--- src/rtl/ejtag_pracc_queue.sv ---
// EJTAG processor-access mailbox: queues core debug-segment accesses
// and presents them to the probe one at a time via PrAcc/PRnW.
module ejtag_pracc_queue #(
    parameter int DW             = 32,
    parameter int AW             = 32,
    parameter int DEPTH          = 4,
    parameter int POSTED_WRITES  = 1,
    parameter int TIMEOUT_CYCLES = 1024
) (
    input  logic                         CORE_CLOCK,
    input  logic                         RESET_D1_R,
    input  logic                         REQ_VALID,
    input  logic                         REQ_WRITE,
    input  logic [AW-1:0]                REQ_ADDR,
    input  logic [1:0]                   REQ_SIZE,
    input  logic [DW-1:0]                REQ_WDATA,
    output logic                         REQ_READY,
    output logic                         RSP_VALID,
    output logic [DW-1:0]                RSP_RDATA,
    output logic                         RSP_ERR,
    input  logic                         PRB_EN,
    output logic                         PRB_PRACC,
    output logic                         PRB_PRNW,
    output logic [AW-1:0]                PRB_ADDR,
    output logic [1:0]                   PRB_SIZE,
    output logic [DW-1:0]                PRB_WDATA,
    input  logic [DW-1:0]                PRB_RDATA,
    input  logic                         PRB_ACK,
    output logic [$clog2(DEPTH+1)-1:0]   QUEUE_COUNT,
    output logic                         WR_ERR
);

    localparam int PW = $clog2(DEPTH);
    localparam int CW = $clog2(DEPTH+1);
    localparam int TW = $clog2(TIMEOUT_CYCLES);
    localparam bit POSTED = (POSTED_WRITES != 0);
    localparam logic [CW-1:0] FULL = CW'(DEPTH);
    localparam logic [TW-1:0] TLAST = TW'(TIMEOUT_CYCLES - 1);

    typedef enum logic [1:0] {
        ST_IDLE,
        ST_PRESENT,
        ST_GAP
    } state_t;

    logic          q_write [DEPTH];
    logic [AW-1:0] q_addr  [DEPTH];
    logic [1:0]    q_size  [DEPTH];
    logic [DW-1:0] q_wdata [DEPTH];

    logic [PW-1:0] wr_ptr;
    logic [PW-1:0] rd_ptr;
    logic [CW-1:0] count_q;
    logic          blocked_q;
    logic [TW-1:0] timer_q;
    state_t        state_q;
    state_t        state_d;

    logic          rsp_valid_q;
    logic          rsp_err_q;
    logic [DW-1:0] rsp_rdata_q;
    logic          wr_err_q;

    logic          push;
    logic          pop;
    logic          pop_err;
    logic          head_vld;
    logic          head_write;
    logic          head_np;
    logic          req_np;

    assign head_vld   = (count_q != '0);
    assign head_write = q_write[rd_ptr];
    assign head_np    = ~head_write | ~POSTED;
    assign req_np     = ~REQ_WRITE | ~POSTED;

    // A pending non-posted access holds off all new requests.
    assign REQ_READY = (count_q != FULL) & ~blocked_q;
    assign push      = REQ_VALID & REQ_READY;

    always_comb begin
        state_d = state_q;
        pop     = 1'b0;
        pop_err = 1'b0;
        unique case (state_q)
            ST_IDLE: begin
                if (head_vld | push) begin
                    state_d = ST_PRESENT;
                end
            end
            ST_PRESENT: begin
                // Ack wins over an expiring timer in the same cycle.
                if (PRB_ACK) begin
                    pop     = 1'b1;
                    state_d = ST_GAP;
                end else if (~PRB_EN | (timer_q == TLAST)) begin
                    pop     = 1'b1;
                    pop_err = 1'b1;
                    state_d = ST_GAP;
                end
            end
            ST_GAP: begin
                state_d = (head_vld | push) ? ST_PRESENT : ST_IDLE;
            end
            default: begin
                state_d = ST_IDLE;
            end
        endcase
    end

    always_ff @(posedge CORE_CLOCK) begin
        if (push) begin
            q_write[wr_ptr] <= REQ_WRITE;
            q_addr[wr_ptr]  <= REQ_ADDR;
            q_size[wr_ptr]  <= REQ_SIZE;
            q_wdata[wr_ptr] <= REQ_WDATA;
        end
    end

    always_ff @(posedge CORE_CLOCK) begin
        if (RESET_D1_R) begin
            state_q     <= ST_IDLE;
            wr_ptr      <= '0;
            rd_ptr      <= '0;
            count_q     <= '0;
            blocked_q   <= 1'b0;
            timer_q     <= '0;
            rsp_valid_q <= 1'b0;
            rsp_err_q   <= 1'b0;
            rsp_rdata_q <= '0;
            wr_err_q    <= 1'b0;
        end else begin
            state_q <= state_d;

            if (push) begin
                wr_ptr <= wr_ptr + 1'b1;
            end
            if (pop) begin
                rd_ptr <= rd_ptr + 1'b1;
            end

            if (push & ~pop) begin
                count_q <= count_q + 1'b1;
            end else if (~push & pop) begin
                count_q <= count_q - 1'b1;
            end

            if (push & req_np) begin
                blocked_q <= 1'b1;
            end else if (pop & head_np) begin
                blocked_q <= 1'b0;
            end

            // Restarts from zero whenever PRESENT is (re)entered.
            if ((state_q == ST_PRESENT) && (state_d == ST_PRESENT)) begin
                timer_q <= timer_q + 1'b1;
            end else begin
                timer_q <= '0;
            end

            rsp_valid_q <= (push & REQ_WRITE & POSTED) | (pop & head_np);
            rsp_err_q   <= pop & head_np & pop_err;
            if (pop & head_np & ~pop_err & ~head_write) begin
                rsp_rdata_q <= PRB_RDATA;
            end else begin
                rsp_rdata_q <= '0;
            end

            if (pop & pop_err & ~head_np) begin
                wr_err_q <= 1'b1;
            end
        end
    end

    assign PRB_PRACC   = (state_q == ST_PRESENT);
    assign PRB_PRNW    = head_vld & head_write;
    assign PRB_ADDR    = head_vld ? q_addr[rd_ptr]  : '0;
    assign PRB_SIZE    = head_vld ? q_size[rd_ptr]  : '0;
    assign PRB_WDATA   = head_vld ? q_wdata[rd_ptr] : '0;

    assign RSP_VALID   = rsp_valid_q;
    assign RSP_ERR     = rsp_err_q;
    assign RSP_RDATA   = rsp_rdata_q;
    assign QUEUE_COUNT = count_q;
    assign WR_ERR      = wr_err_q;

endmodule

--- config.mk ---
export PLATFORM = sky130hd
export DESIGN_NAME = ejtag_pracc_queue
export DESIGN_NICKNAME = d
export VERILOG_FILES = /design/src/rtl/ejtag_pracc_queue.sv
export SDC_FILE = /design/constraint.sdc
export NUM_CORES = 1
export LEC_CHECK = 0
export ABC_AREA = 1
export CAP_MARGIN = 20
export CORE_ASPECT_RATIO = 0.7
export CORE_MARGIN = 3
export CORE_UTILIZATION = 45
export CTS_CLUSTER_DIAMETER = 80
export DETAILED_ROUTE_END_ITERATION = 16
export PLACE_DENSITY = 0.72
export SLEW_MARGIN = 5
export SYNTH_ARGS = -nofsm -noshare
export SYNTH_HDL_FRONTEND = slang
export SYNTH_SLANG_ARGS = --single-unit
--- constraint.sdc ---
create_clock -name CORE_CLOCK -period 4.7 [get_ports CORE_CLOCK]
set_input_delay 1.175 -clock CORE_CLOCK [delete_from_list [all_inputs] [get_ports CORE_CLOCK]]
set_output_delay 1.175 -clock CORE_CLOCK [all_outputs]
set_load 0.05 [all_outputs]
## Yosys cells after proc, flatten, opt, wreduce, memory -nomap -nowiden

Memory sizes are Yosys's and may differ from the RTL's. A register that Yosys moved wholly into a read port is not among the register bits.
Cells that the tools add are included.
W data, S select, Z words.

- Add/subtract/negate cells: 5
- Equality and inequality tests: 5
- Mux-type cells: 27
- Bitwise operators: 25
- Reductions and logical operators: 7

Operators by type and width:

| kind | count |
|---|---|
| $mux W32 | 2 |
| $mux W2 | 12 |
| $and A1 B1 Y1 | 13 |
| $add A10 B1 Y10 const B | 1 |
| $eq A10 B10 Y1 const B | 1 |
| $mux W1 | 10 |
| $not A1 Y1 | 9 |
| $mux W3 | 2 |
| $pmux W2 S3 | 1 |
| $add A2 B1 Y2 const B | 2 |
| $eq A2 B1 Y1 const B | 2 |
| $reduce_bool A2 Y1 | 2 |
| $reduce_or A2 Y1 | 2 |
| $add A3 B1 Y3 const B | 1 |
| $ne A3 B3 Y1 const B | 1 |
| $or A1 B1 Y1 | 3 |
| $reduce_bool A3 Y1 | 1 |
| $sub A3 B1 Y3 const B | 1 |
| $eq A2 B2 Y1 const B | 1 |
| $logic_not A2 Y1 | 1 |
| $logic_and A1 B1 Y1 | 1 |

- Bits in registers: 55
- Memory bits (writable): 268
- Input port bits: 104
- Output and inout bits: 107
- Logic and storage cells: 83
- Memories: 4

Memories:

| name | words | bits a word | read ports | clocked after memory_dff | wr ports | line | text |
|---|---|---|---|---|---|---|---|
| q_addr | 4 | 32 | 1 | 1 | 1 | 47 | `logic [AW-1:0] q_addr [DEPTH];` |
| q_wdata | 4 | 32 | 1 | 1 | 1 | 49 | `logic [DW-1:0] q_wdata [DEPTH];` |
| q_size | 4 | 2 | 1 | 1 | 1 | 48 | `logic [1:0] q_size [DEPTH];` |
| q_write | 4 | 1 | 1 | 1 | 1 | 46 | `logic q_write [DEPTH];` |

## Logic depth before layout (Yosys ltp)

Gate-level depths: netlist (run 1).

- Depth in word-level cells: 10
- Gate-level depth with buffers: 13
- Depth with buffers taken out: 13

## Worst setup path after synthesis (run 1)

Ideal clock, no wire load.

- Path type: flip-flop to flip-flop
- From: register count_q[1] (netlist: QUEUE_COUNT[1])
- To: memory q_addr[0][0], enable pin
- Library setup time: 0.493 ns
- Data arrival time: 4.933 ns
- Data required time: 4.207 ns
- Path slack: -0.726 ns
- Stages on the path, launching flop included: 6
- Path buffers: 1
- Clock period less this slack: 5.426 ns
- Cell sequence: dfxtp_1 > inv_1 > a31oi_1 > nand2_1 > clkbuf_1 > nor2_1

- Word-level cells in the longest chain between the ends: 5

Ends and longest elaborated chain:

| what | line | text |
|---|---|---|
| start, declared | 53 | `logic [CW-1:0] count_q;` |
| start signal, assigned | 143 | `count_q <= count_q + 1'b1;` |
| start signal, assigned | 145 | `count_q <= count_q - 1'b1;` |
| $ne A3 B3 Y1 | 78 | `assign REQ_READY = (count_q != FULL) & ~blocked_q;` |
| $and A1 B1 Y1 | 78 |  |
| net REQ_READY | 17 | `output logic REQ_READY,` |
| $and A1 B1 Y1 | 79 | `assign push = REQ_VALID & REQ_READY;` |
| $mux W1 | 112 | `if (push) begin` |
| $mux W1 (implied by the code) | 114 | `q_addr[wr_ptr] <= REQ_ADDR;` |
| end, declared | 47 |  |

The timed path passes the listed nets, and every way through them passes these cells.

==> qor.csv, run 1 <==
stage,metric,value,unit
status,run_status,completed,
sta,max-slew-margin-rel,0.336,
min_path,holdCritPathClass,flop to flop,
placed_design,port-buffer-count,210,
power_and_ir_drop,ratio_of_total_power_to_cell_area,609,nW/um^2
synth,synthesis.area_per_instance,12.2,um^2
placed_design,hpwl,17200,um
clocking,cts_repair_resize_count,0,
synth,post_synth_main_area_contributors,"edfxtp_1 64%, dfxtp_1 9.1%, nor2_1 8.5%, o21ai_0 4.5%, a21oi_1 3.0%",
critical_path,reg2reg_slack,2.19,ns
die,die-area,30000,um^2
die,dieHeight,146,um
sta,final_hold_viol_count,0,
die,floorplan.initialDensity,0.464,
grt,antenna_found_initial,1,
routing,via_count,8249,
routing,final_antenna_net_count,0,
clocking,source_to_sink_clock_delay_at_the_later_pin_of_the_worst_skew_pair,0.54,ns
sta,hold_slack,0.453,ns
synth,synth_most_common_cell,nor2_1,
layout,final_net_count,1339,
synth,yosys_warnings,0,
routing,drcViolationCount,0,
routing,routed_wl,29000,um
critical_path,cp_slowest_cell,clkdlybuf4s50_1,
sta,final_max_slew_viol_count,0,
critical_path,cpPeakStageDelay,0.73,ns
sta,maxClockFrequency,243,MHz
sta,fin_crit,4.12,ns
clocking,tritoncts,yes,
critical_path,setup.worst_path.start_class,flop,
clocking,clkTransAtPathRegs,0.06,ns
synth,synth_edf_count,268,
layout,number_of_antenna_repair_diodes,0,
placed_design,dpl.cell_count,1559,
critical_path,cp_top_family,buffers and inverters,
routing,routedWlPerCell,18.0,um
synth,syn_area,12600,um^2
sta,final_count_of_negative_setup_slack_endpoints,0,
clocking,clockBufferDepth,3,
grt,grt_usage,0.191,
sta,tns,0,ns
sta,post-route-period-util,0.876,
clocking,clk_root_buffer_cell,clkbuf_16,
synth,synth.net_count,1138,
synth,ys_types,32,
die,fp.coreArea,27100,um^2
routing,drt-pass1-iter-count,4,
placed_design,routabilityCongestion,0.778,
critical_path,crit-reg2reg-launch,QUEUE_COUNT[1],
layout,fin_cells,1616,
clocking,cts-buffers-inserted,31,
synth,synth-main-ff-cell,edfxtp_1,
critical_path,critPathCaptureType,output port,
grt,largest_net_degree_at_the_start_of_global_routing,101,
sta,tightest_slew,0.994,ns
power_and_ir_drop,total_leakage_power,5.59,nW
sta,setup_ws,0.581,ns
synth,synth_top_cell_by_area,edfxtp_1,
critical_path,critical_path.cell_chain,inv_2 > buf_4 > nor2_1 > o21ai_1 > a21oi_1 > clkdlybuf4s50_1,
die,floorplan.rows,50,
min_path,min-delay-start,timer_q[0],
clocking,htree_levels,1,
critical_path,criticalPathCategory,flop to output port,
synth,synth_top_area_share,0.640,
critical_path,crit_arrival,2.94,ns
routing,drt_iter0_markers,613,
grt,globalRoute.totalOverflow,0,
placed_design,pre_cts_slack,1.14,ns
clocking,clock_sink_count,325,
critical_path,path_buf_inv,3,
critical_path,worstPathRequired,3.52,ns
clocking,post_cts_hold_buffer_count,0,
die,boundaryPins,211,
run,timing.max_cap.violations,0,
layout,layout-drive-gt1-share,0.0919,
sta,rsz_0062_raised_after_global_routing,no,
synth,synth_sequential_area_ratio,0.731,
routing,routed_via_density,5.10,
die,die_w,206,um
clocking,cts_post_setup_buffers_inserted,0,
synth,ys_ff_latch,325,
critical_path,worst-path-max-fanout,44,
layout,syn2layout_area_growth,27.8,%
sta,final.setup_skew,0.0135,ns
synth,synthArstFlopShare,0,
synth,netlist_top_cells_count,"285 x nor2_1, 268 x edfxtp_1, 114 x o21ai_0",
grt,grt_pass1_wl,45500,um
grt,grt_pass1_vias,8159,
layout,postLayoutCoreUtil,0.593,
power_and_ir_drop,irDropWorstVdd,0.492,mV
synth,postSynthCellCount,1027,
registers in the layout (all words and copies together), names as in the netlist, named ones only:
name,count
q_addr,128
q_wdata,128
RSP_RDATA,32
timer_q,10
q_size,8
q_write,4
QUEUE_COUNT,3
rd_ptr,2
state_q,2
wr_ptr,2
RSP_ERR,1
RSP_VALID,1
WR_ERR,1
blocked_q,1
cells in the final DEF (no fill, tap or decap), types with 3 or more instances in the layout:
cell,netlist,final
a21oi_1,76,76
buf_12,0,4
buf_4,1,12
bufinv_16,0,4
clkbuf_16,0,31
clkdlybuf4s50_1,0,210
clkinv_1,1,9
clkinv_2,1,8
clkinvlp_4,0,3
dfxtp_1,57,55
edfxtp_1,268,268
ha_1,6,6
inv_1,48,48
inv_2,5,4
nand2_1,18,18
nand2_4,3,3
nand3_1,6,6
nor2_1,285,281
nor2_4,2,6
nor3_1,5,4
nor3_2,30,31
o21ai_0,114,114
o21ai_1,25,25
xor2_1,6,6
layout make-up:
type,count,area (um^2)
fill,2145,11000
sequential,325,9190
multi-input combinational,589,2910
timing repair buffer,226,2270
clock buffer,34,797
tap,364,455
clock inverter,23,220
inverter,55,209
layer usage:
layer,global-route usage,up-vias,routed length [um]
met4,0.0358,2,486
met2,0.294,283,12700
met1,0.274,3974,13200
met5,0,-,13
li1,-,3955,-
met3,0.0563,35,2610
worst paths after layout:
check                                     end  depth (start not counted)
worst max register to register  q_wdata[0][8]                          5
worst min register to register     timer_q[0]                          1
worst max-delay path              PRB_ADDR[9]                          6
worst min-delay path               timer_q[0]                          1
power by group:
group / switching (mW) / internal (mW) / total [mW]
combinational: 2.67 / 1.09 / 3.76
clock: 1.04 / 1.44 / 2.47
sequential: 0.0955 / 3.45 / 3.55
total: 3.80 / 5.98 / 9.78
cells by family after synthesis:
family,Yosys count,synth area share
compound gates,217,0.0867
buf+inv,113,0.0398
simple gates,357,0.129
fa+ha+maj,7,0.00757
xor+xnor,8,0.00558
flops,325,0.731
through the flow:
step	power, mW	cell area, um^2
5_1_grt	10.2	16100
6_report	9.78	16100
4_1_cts	9.88	16100
2_1_floorplan	6.10	12600
3_3_place_gp	7.36	15000
3_5_place_dp	7.39	15000
(Power assumes the default switching activity.)
==> run 2: changes to the inputs <==
- clock period: 4.7 -> 3.4 ns (I/O delays scaled with it)
==> run 2 against run 1 <==
Count of clock-buffer cells in the layout increased by 5. Routed wire length decreased by 2.4%. First-iteration DRC count decreased by 17%. Non-clock buffer count increased by 4. Power increased by 53%. Cell count increased by 0.31%. Register-to-register slack got worse by 0.95 ns. Sequential cell count unchanged. Via count decreased by 0.56%. Die area unchanged. Largest power group unchanged.
==> qor.csv, run 2 (synthesized netlist as in run 1, its figures left out) <==
stage,metric,value,unit,change
sta,final_max_slew_viol_count,0,,unchanged
routing,drt_iter0_markers,509,,-17%
die,floorplan.rows,50,,unchanged
critical_path,reg2reg_slack,1.24,ns,-0.95 ns
sta,post-route-period-util,0.915,,
status,run_status,completed,,
layout,layout_commonest_cell,nor2_1,,
power_and_ir_drop,combinationalPowerShare,0.434,,+0.050
layout,stdcell_area,16900,um^2,+5.3%
sta,final.setup_skew,0.0188,ns,+0.00527 ns
critical_path,worstPathRequired,2.55,ns,-0.97 ns
critical_path,setup.worst_path.start_class,flop,,
clocking,clkTransAtPathRegs,0.06,ns,about the same
clocking,cts_post_setup_buffers_inserted,0,,unchanged
layout,syn2layout_area_growth,34.6,%,
critical_path,worst-path-max-fanout,53,,+20%
sta,tns,0,ns,unchanged
clocking,cts_repair_resize_count,0,,unchanged
die,floorplan.initialDensity,0.464,,unchanged
routing,drt-pass1-iter-count,5,,+1
clocking,cts-buffers-inserted,31,,unchanged
critical_path,crit-reg2reg-launch,timer_q[0],,
layout,number_of_antenna_repair_diodes,0,,unchanged
layout,postLayoutCoreUtil,0.624,,+0.0314
grt,globalRoute.totalOverflow,0,,unchanged
critical_path,crit_arrival,2.26,ns,-0.68 ns
placed_design,port-buffer-count,210,,unchanged
layout,layout-drive-gt1-share,0.152,,+0.0601
min_path,holdCritPathClass,flop to flop,,
clocking,clock_sink_count,325,,unchanged
grt,grt_pass1_wl,44500,um,-2.0%
clocking,htree_levels,1,,unchanged
sta,final_hold_viol_count,0,,unchanged
power_and_ir_drop,power_switching,5.55,mW,+46%
sta,hold_slack,0.449,ns,-0.00418 ns
die,boundaryPins,211,,unchanged
power_and_ir_drop,ratio_of_total_power_to_cell_area,887,nW/um^2,+46%
grt,grt_pass1_vias,8080,,-0.97%
die,fp.coreArea,27100,um^2,unchanged
routing,via_count,8203,,-0.56%
grt,largest_net_degree_at_the_start_of_global_routing,83,,-18%
critical_path,criticalPathCategory,flop to output port,,
clocking,source_to_sink_clock_delay_at_the_later_pin_of_the_worst_skew_pair,0.56,ns,+0.02 ns
clocking,clockBufferDepth,3,,unchanged
power_and_ir_drop,clockPowerShare,0.240,,-0.013
routing,drcViolationCount,0,,unchanged
power_and_ir_drop,total_leakage_power,6.01,nW,+7.5%
placed_design,placed_area,15800,um^2,+5.1%
sta,tightest_slew,0.885,ns,-0.108 ns
power_and_ir_drop,total_power,15.0,mW,+53%
min_path,min-delay-start,timer_q[0],,
clocking,tritoncts,yes,,
routing,final_antenna_net_count,0,,unchanged
clocking,clk_root_buffer_cell,clkbuf_16,,
layout,final_net_count,1343,,+0.30%
layout,most_used_cells_in_the_layout_excluding_fill_and_tap_cells,"281 x nor2_1, 268 x edfxtp_1, 143 x clkdlybuf4s50_1",,
clocking,post_cts_hold_buffer_count,0,,unchanged
die,die_w,206,um,unchanged
routing,routed_wl,28400,um,-2.4%
routing,routedWlPerCell,17.5,um,-2.7%
critical_path,critPathCaptureType,output port,,
sta,fin_crit,3.11,ns,
power_and_ir_drop,switching_share,0.370,,-0.0186
grt,antenna_found_initial,2,,+1
sta,max-slew-margin-rel,0.410,,+0.0732
power_and_ir_drop,irDropWorstVdd,0.433,mV,-12%
routing,routed_via_density,5.06,,-0.86%
power_and_ir_drop,power.share.sequential,0.326,,-0.037
sta,maxClockFrequency,321,MHz,
run,timing.max_cap.violations,0,,unchanged
die,die-area,30000,um^2,unchanged
sta,rsz_0062_raised_after_global_routing,no,,
die,dieHeight,146,um,unchanged
placed_design,routabilityCongestion,0.751,,-3.4%
placed_design,hpwl,17000,um,-1.6%
grt,grt_usage,0.187,,-0.00442
sta,final_count_of_negative_setup_slack_endpoints,0,,unchanged
power_and_ir_drop,internal_power,9.45,mW,+58%
==> run 2: layout make-up <==
class / instances / area (um^2)
Fill cell: 2009 / 10200
Sequential cell: 325 / 9200
Timing Repair Buffer: 230 / 3040
Multi-Input combinational cell: 589 / 2920
Clock buffer: 39 / 890
Tap cell: 364 / 455
Inverter: 55 / 210
Clock inverter: 19 / 205
==> run 2: critical path: stages, from the launching register on <==
cell     delay [ns]
dfxtp_4        0.38
buf_4          0.49
a21oi_1        0.13
o21ai_0        0.12
nand2_2        0.15
nor2_1         0.25
buf_12         0.18
==> run 2: per-stage QoR <==
stage               std cells  setup slack, ns
detailed placement       1563            0.637
finish                   1621            0.288
global route             1621            0.112
global placement         1563            0.612
floorplan                1027           0.0477
CTS                      1621            0.243
==> run 2: metal layers <==
layer,up-vias,global-route usage,routed length (um)
li1,3967,-,-
met1,3899,0.260,12200
met2,290,0.298,13200
met3,43,0.0521,2480
met4,4,0.0352,433
met5,-,0,26
==> run 2: final timing paths <==
path | to | depth (start not counted)
setup reg to reg | QUEUE_COUNT[2] | 13
hold / removal | timer_q[0] | 1
hold reg to reg | timer_q[0] | 1
setup / recovery | PRB_PRNW | 6
==> run 2: power by group through the flow <==
stage | logic, mW | registers, mW | clock network (mW)
finish | 6.51 | 4.89 | 3.61
global route | 6.87 | 4.92 | 3.85
CTS | 6.58 | 4.89 | 3.69
detailed placement | 6.56 | 4.97 | 0
global placement | 6.51 | 4.96 | 0
floorplan | 3.32 | 5.10 | 0
==> run 3: changes to the inputs <==
- CAP_MARGIN: 20 -> unset
- GPL_ROUTABILITY_DRIVEN: unset -> 0
==> results of run 3 <==
No change in the layout: final DEF, timing and power equal those of run 2.
==> variant 1: new RTL, config.mk and constraints of run 3 <==
Re-encode `state_t` (3 states) as one-hot, 3 bits wide.
--- a/src/rtl/ejtag_pracc_queue.sv
+++ b/src/rtl/ejtag_pracc_queue.sv
@@ -39,6 +39,6 @@
 
-    typedef enum logic [1:0] {
-        ST_IDLE,
-        ST_PRESENT,
-        ST_GAP
+    typedef enum logic [2:0] {
+        ST_IDLE    = 3'b001,
+        ST_PRESENT = 3'b010,
+        ST_GAP     = 3'b100
     } state_t;
Behaviour: same outputs for any inputs over 4 cycles, from zero or initial values and one cycle with RESET_D1_R high; so few cycles prove little.
==> variant 1 against run 3 <==
Critical endpoint is now PRB_ADDR[11]. Combinational power down 48%. Area after synthesis grew 0.32%. Setup slack got worse by 0.012 ns. Routed wire length about the same. Power down 23%. Maximum frequency down 0.37%. Sequential cell count up 1. Hold slack worse by 0.0064 ns. First-iteration DRC count grew 21%. Die area is 0.31% higher. Global-route usage down 0.20 points. Non-clock buffer count down 1. Final area is 5.0% lower. Largest power group is now sequential cells. Core utilization down 3.3 points.
==> variant 1: results (changes against run 3) <==
stage;metric;value;unit;change
drt;Avg WL per Cell;17.4;um;-0.35%
sta;post-route clock skew;0.0120;ns;-0.00673 ns
global_routing;met2 capacity usage during global routing;0.296;;-0.00221
pwr;post-route total power;0.0116;W;-23%
global_routing;largest net degree at the start of global routing;69;;-17%
logic_synthesis;most area-consuming cells after synthesis;sky130_fd_sc_hd__edfxtp_1, sky130_fd_sc_hd__dfxtp_1, sky130_fd_sc_hd__nor2_1;;
drt;total length of routed met3 wires;2.10;mm;-15%
pwr;worst-case vdd ir drop;0.000452;V;+4.2%
outcome;result of the run;finished clean;;
worst_setup_path;worst reg-to-reg setup slack;1.08;ns;-0.16 ns
logic_synthesis;complex-gate fraction of the synthesized area;0.0872;;+0.000519
worst_setup_path;Worst path slowest cell;sky130_fd_sc_hd__dfxtp_4;;
layout;final net count;1349;;+0.45%
pwr;clock network fraction of design power;0.298;;+0.058
worst_setup_path;endpoint of the worst register-to-register path;RSP_RDATA[4]$_SDFF_PP0_;;
drt;Detail Route met2 WL;12.9;mm;-2.3%
logic_synthesis;post-synthesis xor/xnor area fraction;0.00417;;-0.00141
layout;share of post-route cells with drive strength above 1;0.150;;-0.00219
worst_setup_path;peak per-stage delay on the critical path;0.55;ns;+0.06 ns
worst_setup_path;number of cells traversed by the worst register-to-register path;8;;-5
placed_design;worst setup slack before clock tree synthesis;0.594;ns;-0.0431 ns
placed_design;total placed instance area;15000;sq um;-5.1%
global_routing;wire length of the first global-routing pass;44.8;mm;+0.64%
drt;wl on met1;12.9;mm;+5.5%
drt;DRT iter0 DRCs;615;;+21%
clocking;latest clock arrival within the worst-skew pair;0.54;ns;-0.02 ns
drt;total number of vias;8244;;+0.50%
pwr;total sequential power;0.00477;W;-2%
variant 1: final cells by class:
class / instances / area [sq um]
clock buffers: 36 / 848
well taps: 364 / 455
clock inverters: 21 / 206
repair buffers: 229 / 2190
inverters: 54 / 205
flip-flops and latches: 326 / 9210
multi-input cells: 596 / 2940
fillers: 2181 / 11100
variant 1: worst max path at each step:
| stage | from | end |
|---|---|---|
| after floorplan | QUEUE_COUNT[1]$_SDFFE_PP0P_ | q_addr[0][0]$_DFFE_PP_ |
| after global placement | PRB_EN | QUEUE_COUNT[2]$_SDFFE_PP0P_ |
| after detailed placement | PRB_EN | QUEUE_COUNT[2]$_SDFFE_PP0P_ |
| after CTS | register | PRB_ADDR[11] |
| after global routing | register | PRB_ADDR[11] |
| final | register | PRB_ADDR[11] |
==> variant 2: new RTL, config.mk and constraints of run 3 <==
Made on the original files. The parameter `DW` goes from 32 to 48.
--- a/src/rtl/ejtag_pracc_queue.sv
+++ b/src/rtl/ejtag_pracc_queue.sv
@@ -3,3 +3,3 @@
 module ejtag_pracc_queue #(
-    parameter int DW             = 32,
+    parameter int DW             = 48,
     parameter int AW             = 32,
Ports: changed (resized PRB_RDATA, PRB_WDATA, REQ_WDATA and RSP_RDATA); port bits go from 211 to 275. No check against the original RTL was run, so the function may have changed too.
==> variant 2 against run 3 <==
Sequential cell count up 80. Synthesized cell count grew 24%. Power increased by 23%. Area after synthesis is 23% higher. Maximum frequency fell by 1.8%. Final area grew 23%. Count of clock-buffer cells in the layout up 12. Setup slack lost 0.056 ns. Routed wire length increased by 29%. Critical path type unchanged. Largest cell class unchanged. Largest power group unchanged.
==> variant 2: results (changes against run 3) <==
stage;metric;value;unit;change
layout;multi-input combinational gate total;721;;+22%
global_routing;met2 capacity usage during global routing;0.327;;+0.0292
placed_design;number of input and output port buffers inserted;274;;+30%
layout;FF/Latch Area;11400;sq um;+24%
layout;clkbuf count;51;;+31%
pwr;net switching power figure;0.00683;W;+23%
layout;share of post-route cells with drive strength above 1;0.127;;-0.0250
drt;via density per instance;5.12;;+1.1%
clocking;CTS buffer count;39;;+26%
drt;total length of routed met3 wires;2.85;mm;+15%
pwr;Power Dens Cells;885;nW/um^2;-0.18%
sta;worst slew margin relative to its limit;0.421;;+0.0110
layout;non-clock buffer area fraction after layout;0.187;;+0.00745
layout;area fraction of clock buffers and clock inverters;0.0620;;-0.00270
pwr;worst-case vdd ir drop;0.000726;V;+68%
sta;final-layout worst hold slack;0.454;ns;+0.00562 ns
logic_synthesis;most area-consuming cells after synthesis;sky130_fd_sc_hd__edfxtp_1, sky130_fd_sc_hd__dfxtp_1, sky130_fd_sc_hd__nor2_1;;
drt;DRT iter0 DRCs;716;;+41%
worst_setup_path;maximum fanout along the worst path;65;;+23%
sta;post-route clock skew;0.0153;ns;-0.00349 ns
placed_design;worst setup slack before clock tree synthesis;0.617;ns;-0.0202 ns
outcome;result of the run;finished clean;;
layout;number of buffers other than clock buffers in the final layout;299;;+30%
logic_synthesis;post-synthesis share of cell area spent on full adders, half adders and majority gates;0.00617;;-0.00139
hold_path;sink of the worst hold path;WR_ERR$_SDFFE_PP0P_;;
sta;Max Fclk;316;MHz;-1.8%
hold_path;worst hold path startpoint;WR_ERR$_SDFFE_PP0P_;;
floorplanning;full die area;36500;sq um;+22%
logic_synthesis;complex-gate fraction of the synthesized area;0.0875;;+0.000771
worst_setup_path;cell family with most CP delay;flip-flops;;
placed_design;total placed instance area;19600;sq um;+24%
clocking;latest clock arrival within the worst-skew pair;0.53;ns;-0.03 ns
pwr;comb pwr;0.00800;W;+23%
worst_setup_path;crit path capture;PRB_SIZE[1];;
==> variant 2: changes by cell type after synthesis, moves of 4 or more <==
cell / change
sky130_fd_sc_hd__nor2_1: +61
sky130_fd_sc_hd__buf_2: +9
sky130_fd_sc_hd__clkbuf_1: +9
sky130_fd_sc_hd__edfxtp_1: +64
sky130_fd_sc_hd__o21ai_0: +58
sky130_fd_sc_hd__dfxtp_1: +16
sky130_fd_sc_hd__inv_1: +22
sky130_fd_sc_hd__nor3_2: -21
sky130_fd_sc_hd__o21ai_1: -25
sky130_fd_sc_hd__nor3_1: +37
sky130_fd_sc_hd__buf_6: -4
sky130_fd_sc_hd__a21oi_1: +17
==> variant 2: metrics by stage <==
stage	total power, W	std cells
floorplan	0.0104	1275
global placement	0.0142	1933
detailed placement	0.0143	1933
CTS	0.0187	2002
global route	0.0193	2002
finish	0.0185	2002
